===== src/rtl/intr_timer_ctrl.sv =====
// Interrupt source stage: 64-bit mtime/mtimecmp timer with prescaler plus a synchronised
// external IRQ. Both are arbitrated into single-cycle pulses, one per mret-bounded window.
module intr_timer_ctrl #(
    parameter int unsigned DW       = 32,
    parameter int unsigned PRESCALE = 1
) (
    input  logic          clk_i,
    input  logic          rst_i,
    input  logic          ext_irq_i,
    input  logic          is_mret_i,
    input  logic [2:0]    addr_i,
    input  logic          we_i,
    input  logic          re_i,
    input  logic [DW-1:0] wdata_i,
    output logic [DW-1:0] rdata_o,
    output logic          t_intr_o,
    output logic          e_intr_o,
    output logic          busy_o
);

    localparam int unsigned PW = (PRESCALE > 1) ? $clog2(PRESCALE) : 1;
    localparam logic [PW-1:0] PMAX = PW'(PRESCALE - 1);

    typedef enum logic [1:0] {StIdle, StFireT, StFireE, StService} state_t;

    state_t      r_state;
    logic [63:0] r_mtime;
    logic [63:0] r_mtimecmp;
    logic [PW-1:0] r_pcnt;
    logic [1:0]  r_ctrl;
    logic [2:0]  r_sync;
    logic        r_ext_pend;
    logic        r_t_intr;
    logic        r_e_intr;
    logic        r_busy;

    logic        w_wr_mtime_lo;
    logic        w_wr_mtime_hi;
    logic        w_tick;
    logic        w_tmr_pend;
    logic        w_ext_edge;
    logic        w_clr_ext;
    logic [31:0] w_rdata;

    assign w_wr_mtime_lo = we_i && (addr_i == 3'd0);
    assign w_wr_mtime_hi = we_i && (addr_i == 3'd1);
    assign w_tick        = (r_pcnt == PMAX);
    assign w_tmr_pend    = r_ctrl[0] && (r_mtime >= r_mtimecmp);
    assign w_ext_edge    = r_sync[1] && !r_sync[2];
    assign w_clr_ext     = we_i && (addr_i == 3'd5) && wdata_i[1];

    // A software write to either mtime half beats the increment and restarts the prescaler.
    always_ff @(posedge clk_i or posedge rst_i) begin
        if (rst_i) begin
            r_mtime <= 64'd0;
            r_pcnt  <= '0;
        end else if (w_wr_mtime_lo) begin
            r_mtime[31:0] <= wdata_i[31:0];
            r_pcnt        <= '0;
        end else if (w_wr_mtime_hi) begin
            r_mtime[63:32] <= wdata_i[31:0];
            r_pcnt         <= '0;
        end else if (w_tick) begin
            r_mtime <= r_mtime + 64'd1;
            r_pcnt  <= '0;
        end else begin
            r_pcnt <= r_pcnt + PW'(1);
        end
    end

    always_ff @(posedge clk_i or posedge rst_i) begin
        if (rst_i) begin
            r_mtimecmp <= '1;
            r_ctrl     <= 2'b00;
        end else if (we_i) begin
            case (addr_i)
                3'd2:    r_mtimecmp[31:0]  <= wdata_i[31:0];
                3'd3:    r_mtimecmp[63:32] <= wdata_i[31:0];
                3'd4:    r_ctrl            <= wdata_i[1:0];
                default: ;
            endcase
        end
    end

    always_ff @(posedge clk_i or posedge rst_i) begin
        if (rst_i) begin
            r_sync     <= 3'b000;
            r_ext_pend <= 1'b0;
        end else begin
            r_sync <= {r_sync[1:0], ext_irq_i};
            // A fresh edge wins over both the firing clear and a software clear.
            if (w_ext_edge && r_ctrl[1]) begin
                r_ext_pend <= 1'b1;
            end else if ((r_state == StFireE) || w_clr_ext) begin
                r_ext_pend <= 1'b0;
            end
        end
    end

    always_ff @(posedge clk_i or posedge rst_i) begin
        if (rst_i) begin
            r_state  <= StIdle;
            r_t_intr <= 1'b0;
            r_e_intr <= 1'b0;
            r_busy   <= 1'b0;
        end else begin
            case (r_state)
                StIdle: begin
                    if (w_tmr_pend) begin
                        r_state  <= StFireT;
                        r_t_intr <= 1'b1;
                    end else if (r_ext_pend) begin
                        r_state  <= StFireE;
                        r_e_intr <= 1'b1;
                    end
                end
                StFireT: begin
                    r_state  <= StService;
                    r_t_intr <= 1'b0;
                    r_busy   <= 1'b1;
                end
                StFireE: begin
                    r_state  <= StService;
                    r_e_intr <= 1'b0;
                    r_busy   <= 1'b1;
                end
                StService: begin
                    if (is_mret_i) begin
                        r_state <= StIdle;
                        r_busy  <= 1'b0;
                    end
                end
                default: begin
                    r_state  <= StIdle;
                    r_t_intr <= 1'b0;
                    r_e_intr <= 1'b0;
                    r_busy   <= 1'b0;
                end
            endcase
        end
    end

    always_comb begin
        w_rdata = 32'd0;
        if (re_i) begin
            case (addr_i)
                3'd0:    w_rdata = r_mtime[31:0];
                3'd1:    w_rdata = r_mtime[63:32];
                3'd2:    w_rdata = r_mtimecmp[31:0];
                3'd3:    w_rdata = r_mtimecmp[63:32];
                3'd4:    w_rdata = {30'd0, r_ctrl};
                3'd5:    w_rdata = {29'd0, r_busy, r_ext_pend, w_tmr_pend};
                default: w_rdata = 32'd0;
            endcase
        end
    end

    assign rdata_o  = DW'(w_rdata);
    assign t_intr_o = r_t_intr;
    assign e_intr_o = r_e_intr;
    assign busy_o   = r_busy;

endmodule

===== config.mk =====
export PLATFORM = sky130hd
export DESIGN_NAME = intr_timer_ctrl
export DESIGN_NICKNAME = d
export VERILOG_FILES = /design/src/rtl/intr_timer_ctrl.sv
export SDC_FILE = /design/constraint.sdc
export NUM_CORES = 1
export LEC_CHECK = 0
export BUFFER_PORTS_ARGS = -buffer_cell sky130_fd_sc_hd__buf_4
export CAP_MARGIN = 20
export CORE_ASPECT_RATIO = 0.9
export CORE_UTILIZATION = 65
export CTS_CLUSTER_DIAMETER = 60
export DETAILED_ROUTE_END_ITERATION = 8
export PLACE_DENSITY = 0.85
export SLEW_MARGIN = 20
export SYNTH_ARGS = -nofsm -noshare
export SYNTH_HDL_FRONTEND = slang
export SYNTH_SLANG_ARGS = --single-unit

===== constraint.sdc =====
create_clock -name clk_i -period 8.38 [get_ports clk_i]
set_input_delay 0.838 -clock clk_i [delete_from_list [all_inputs] [get_ports clk_i]]
set_output_delay 0.838 -clock clk_i [all_outputs]
set_load 0.01 [all_outputs]

Word level (Yosys, flattened, before mapping)
Cells that the tools add are included.

cells by class
  magnitude comparators = 1
  equality and inequality tests = 16
  add/sub/neg operators = 2
  muxes and demuxes = 22
  bitwise operators = 1
  reduce and logical (&&, ||, !) cells = 25

operators by type and width
  operator                                                                count
  32-bit case mux with 6 select lines                                     1
  32-bit two-way mux                                                      4
  64-bit by 1-bit adder with 64-bit output (second input constant)        1
  64-bit >= comparator                                                    1
  64-bit two-way mux                                                      1
  2-bit AND reduction                                                     8
  2-bit != test (second input constant)                                   5
  1-bit two-way mux                                                       9
  2-bit nonzero test                                                      4
  1-bit logical AND                                                       7
  3-bit by 2-bit equality test with 1-bit output (second input constant)  2
  3-bit equality test (second input constant)                             2
  2-bit two-way mux                                                       3
  1-bit case mux with 2 select lines                                      3
  2-bit case mux with 3 select lines                                      1
  2-bit equality test (second input constant)                             2
  2-bit by 1-bit != test with 1-bit output (second input constant)        2
  3-bit by 1-bit equality test with 1-bit output (second input constant)  1
  3-bit zero test                                                         1
  3-bit != test (second input constant)                                   1
  3-bit AND reduction                                                     1
  2-bit by 1-bit equality test with 1-bit output (second input constant)  1
  2-bit zero test                                                         1
  2-bit OR reduction                                                      1
  other kinds (4)                                                         4

word-level totals
  register bits after elaboration = 140
  input port bits = 41
  word-level logic and storage cells = 79
  output and inout port bits = 35

Logic depth before layout (Yosys ltp)
  word-level depth = 6
  gate-level depth with buffers = 12
  mapped depth without buffers = 10

Worst setup path before layout
OpenSTA, ideal clock, no wires.

  path kind = reg2out
  start = register r_mtimecmp[54]
  end = output port rdata_o[0]
  data required time = 7.542 ns
  stages on the path, launching flop included = 10
  path slack = 5.257 ns
  arrival time = 2.285 ns
  buffers on the path = 0
  cell sequence = dfstp_2 -> inv_1 -> ha_1 -> nand4_1 -> nor4_1 -> nand4_1 -> nor3_1 -> o211a_1 -> a21oi_1 -> a41oi_1

between the ends
  longest elaborated chain between the ends = 4

RTL lines
  item                                 RTL line  RTL
  start, declared                      28        logic [63:0] r_mtimecmp;
  start signal, assigned               78        3'd3: r_mtimecmp[63:32] <= wdata_i[31:0];
  64-bit >= comparator                 48        assign w_tmr_pend = r_ctrl[0] && (r_mtime >= r_mtimecmp);
  1-bit logical AND                    48
  32-bit case mux with 6 select lines  146       case (addr_i)
  32-bit two-way mux                   145       if (re_i) begin
  end, declared                        15        output logic [DW-1:0] rdata_o,

No other way between the ends.

Worst setup path after layout
Ends and elaborated chain as after synthesis.

==> reports/metrics.csv <==
metric,value,unit
cts_buffers,17,
slew_violations,0,
drt-initial-drc-count,990,
post_cts_resized,0,
clkLatencyLatePin,0.44,ns
final_common_cell,a21oi_1,
antenna_found_initial,0,
grt_overflow,0,
tns,0,ns
yosys_warnings,0,
fillers,1030,
yosysSeqAreaShare,38.3,%
tightest_slew,1.10,ns
die_h,115,microns
slew-limit-headroom,26.5,%
hold_viol,0,
worst_ep_required_time,7.54,ns
routed_via_density,6.66,
syn_area_per_cell,8.43,sq um
hpwl,17800,microns
clk_pin_slew,0.06,ns
clock.fmax,0.232,GHz
powerDensity,255,mW/mm^2
clock_skew,0.00985,ns
fin_cells,1346,
status,"finished, final reports clean",
totalWireLength,27000,microns
ant_nets,0,
syn_area,0.00930,sq mm
worstSetupPathType,reg2out,
row_count,41,
syn_inst,1103,
holdCritPathClass,reg2reg,
post_cts_buffers,0,
fp.coreArea,0.0140,sq mm
ir_worst_vdd,0.000192,V
n_antenna_cell,0,
die_area,0.0148,sq mm
drc_errors,0,
critPathMaxFanout,4,
cap_violations,0,
postPlaceCellArea,0.00995,sq mm
yosysUniqueCellTypes,64,
layout_common_cells,"156 x a21oi_1, 112 x nand2_1, 104 x o21ai_0",
crit_path_end_kind,output pin,
finalSetupViolations,0,
via_count,8966,
cts_sinks,139,
clk_path_buf_depth,2,
r2r_start,r_mtimecmp[54],
syn2layout_area_growth,13.6,%
grt_max_degree,112,
rsz0062_at_grt,no,
synth_edf_count,0,
io_pins,76,
initial_core_util,66.4,%
grt_first_pass_wirelength,43300,microns
num-nets-final,1250,
async_flop_share,100,%
fin_area,0.0106,sq mm
root_buffer,clkbuf_16,
hold_start,r_sync[0],
syn_nets,1213,
dpl.cell_count,1314,
critical_path_arrival,3.48,ns
synth_ff_type,dfrtp_1,
tritoncts,built,
firstDrtPassIters,5,
crit_start,r_mtimecmp[54],
post-route-min-period,4.32,ns
place_congestion,0.896,
track_usage,38.2,%
cp-start-kind,register,
grt_pass1_vias,8428,
p_leak,4.54,nW
ys_ff_latch,139,
io_buffers,75,
drive_gt1_share,20.8,%
die_w,128,microns
wl_per_cell,20.1,microns
finalCritPeriodShare,51.5,%
cts_hold_buf,0,
htree_levels,4,
==> worst max-delay path, cell delays in order, from the launching register on <==
cell,delay [ns]
dfstp_2,0.54
inv_1,0.04
ha_1,0.31
nand4_1,0.15
nor4_1,0.71
nand4_1,0.21
nor3_1,0.30
o211a_1,0.19
a21oi_1,0.10
a41oi_1,0.33
buf_4,0.17
==> per-layer routing <==
layer / global-route usage, % / vias to the layer above / share of wire [%]
met5: 0 / - / 0
met4: 14.6 / 0 / 2.6
met3: 9.00 / 61 / 11
met2: 60.4 / 566 / 46
met1: 51.3 / 4232 / 41
li1: - / 4107 / -
==> sequential cells by signal, summed over array words and instances, names as in the netlist <==
signal / flops
r_ext_pend: 1
t_intr_o: 1
r_ctrl: 2
e_intr_o: 1
r_mtimecmp: 64
busy_o: 1
r_state: 2
r_sync: 3
r_mtime: 64
==> synth_stat cells (5+ instances only) <==
library cell  count  area [sq um]
a21oi_1         156           781
and2_1            9          56.3
nor2_1           57           214
and4_1            6          52.6
nand2_1         114           428
dfstp_2          64          1680
nand4_1          22           138
a21o_1            5          37.5
o22ai_1          28           175
and3_1           14          87.6
nor2b_1           6          37.5
dfrtp_1          75          1880
clkbuf_1         55           206
o21ai_0         104           521
ha_1             69           863
a31oi_1           6          37.5
nor3_1           10          50.1
inv_1            80           300
a22oi_1          61           458
buf_1             7          26.3
nand3_1          46           230
mux2_2           34           383
==> where the power goes <==
| part | switching [mW] | internal, mW | leakage, nW |
|---|---|---|---|
| Combinational | 0.459 | 0.347 | 2.73 |
| Clock | 0.300 | 0.490 | 0.295 |
| Sequential | 0.211 | 0.883 | 1.51 |
| Total | 0.970 | 1.72 | 4.54 |
==> area by class of cell <==
cell class / instances / area (sq um) / area share (%)
clock inverters: 11 / 141 / 1.34
repair buffers: 86 / 646 / 6.11
multi-input cells: 816 / 5200 / 49.2
inverters: 80 / 305 / 2.89
well taps: 193 / 241 / 2.29
flip-flops and latches: 139 / 3560 / 33.7
clock buffers: 21 / 470 / 4.45
==> worst paths after layout <==
kind | slack, ns | cells past startpoint | endpoint
min in group asynchronous | 0.55 | 2 | r_mtime[6]
setup reg to reg | 5.23 | 10 | r_state[1]
hold reg to reg | 0.35 | 0 | r_sync[1]
hold / removal | 0.35 | 0 | r_sync[1]
max in group asynchronous | 6.58 | 3 | r_mtime[25]
setup / recovery | 4.06 | 10 | rdata_o[0]
==> metrics by stage <==
stage	total power [mW]	utilization, %	worst slack (ns)	hold slack [ns]
2_1_floorplan	1.61	-	3.92	0.331
3_3_place_gp	1.83	71.0	4.68	0.334
3_5_place_dp	1.87	71.0	4.56	0.344
4_1_cts	2.67	75.4	4.11	0.353
5_1_grt	2.85	75.4	3.81	0.354
6_report	2.69	75.4	4.06	0.348
==> logic make-up (layout without fill, tap and decap cells) <==
logic type,count (synthesis),after routing,synth area share (%)
AOI/OAI and AO/OA,395,395,24.9
and+or+nand+nor,313,313,16.8
buffers and inverters,148,198,6.16
DFF,139,139,38.3
adders and majority gates,69,69,9.28
muxes,38,38,4.55
xor gates and xnor gates,1,1,0.0942
Note: power is estimated with default switching activity, not from simulation.
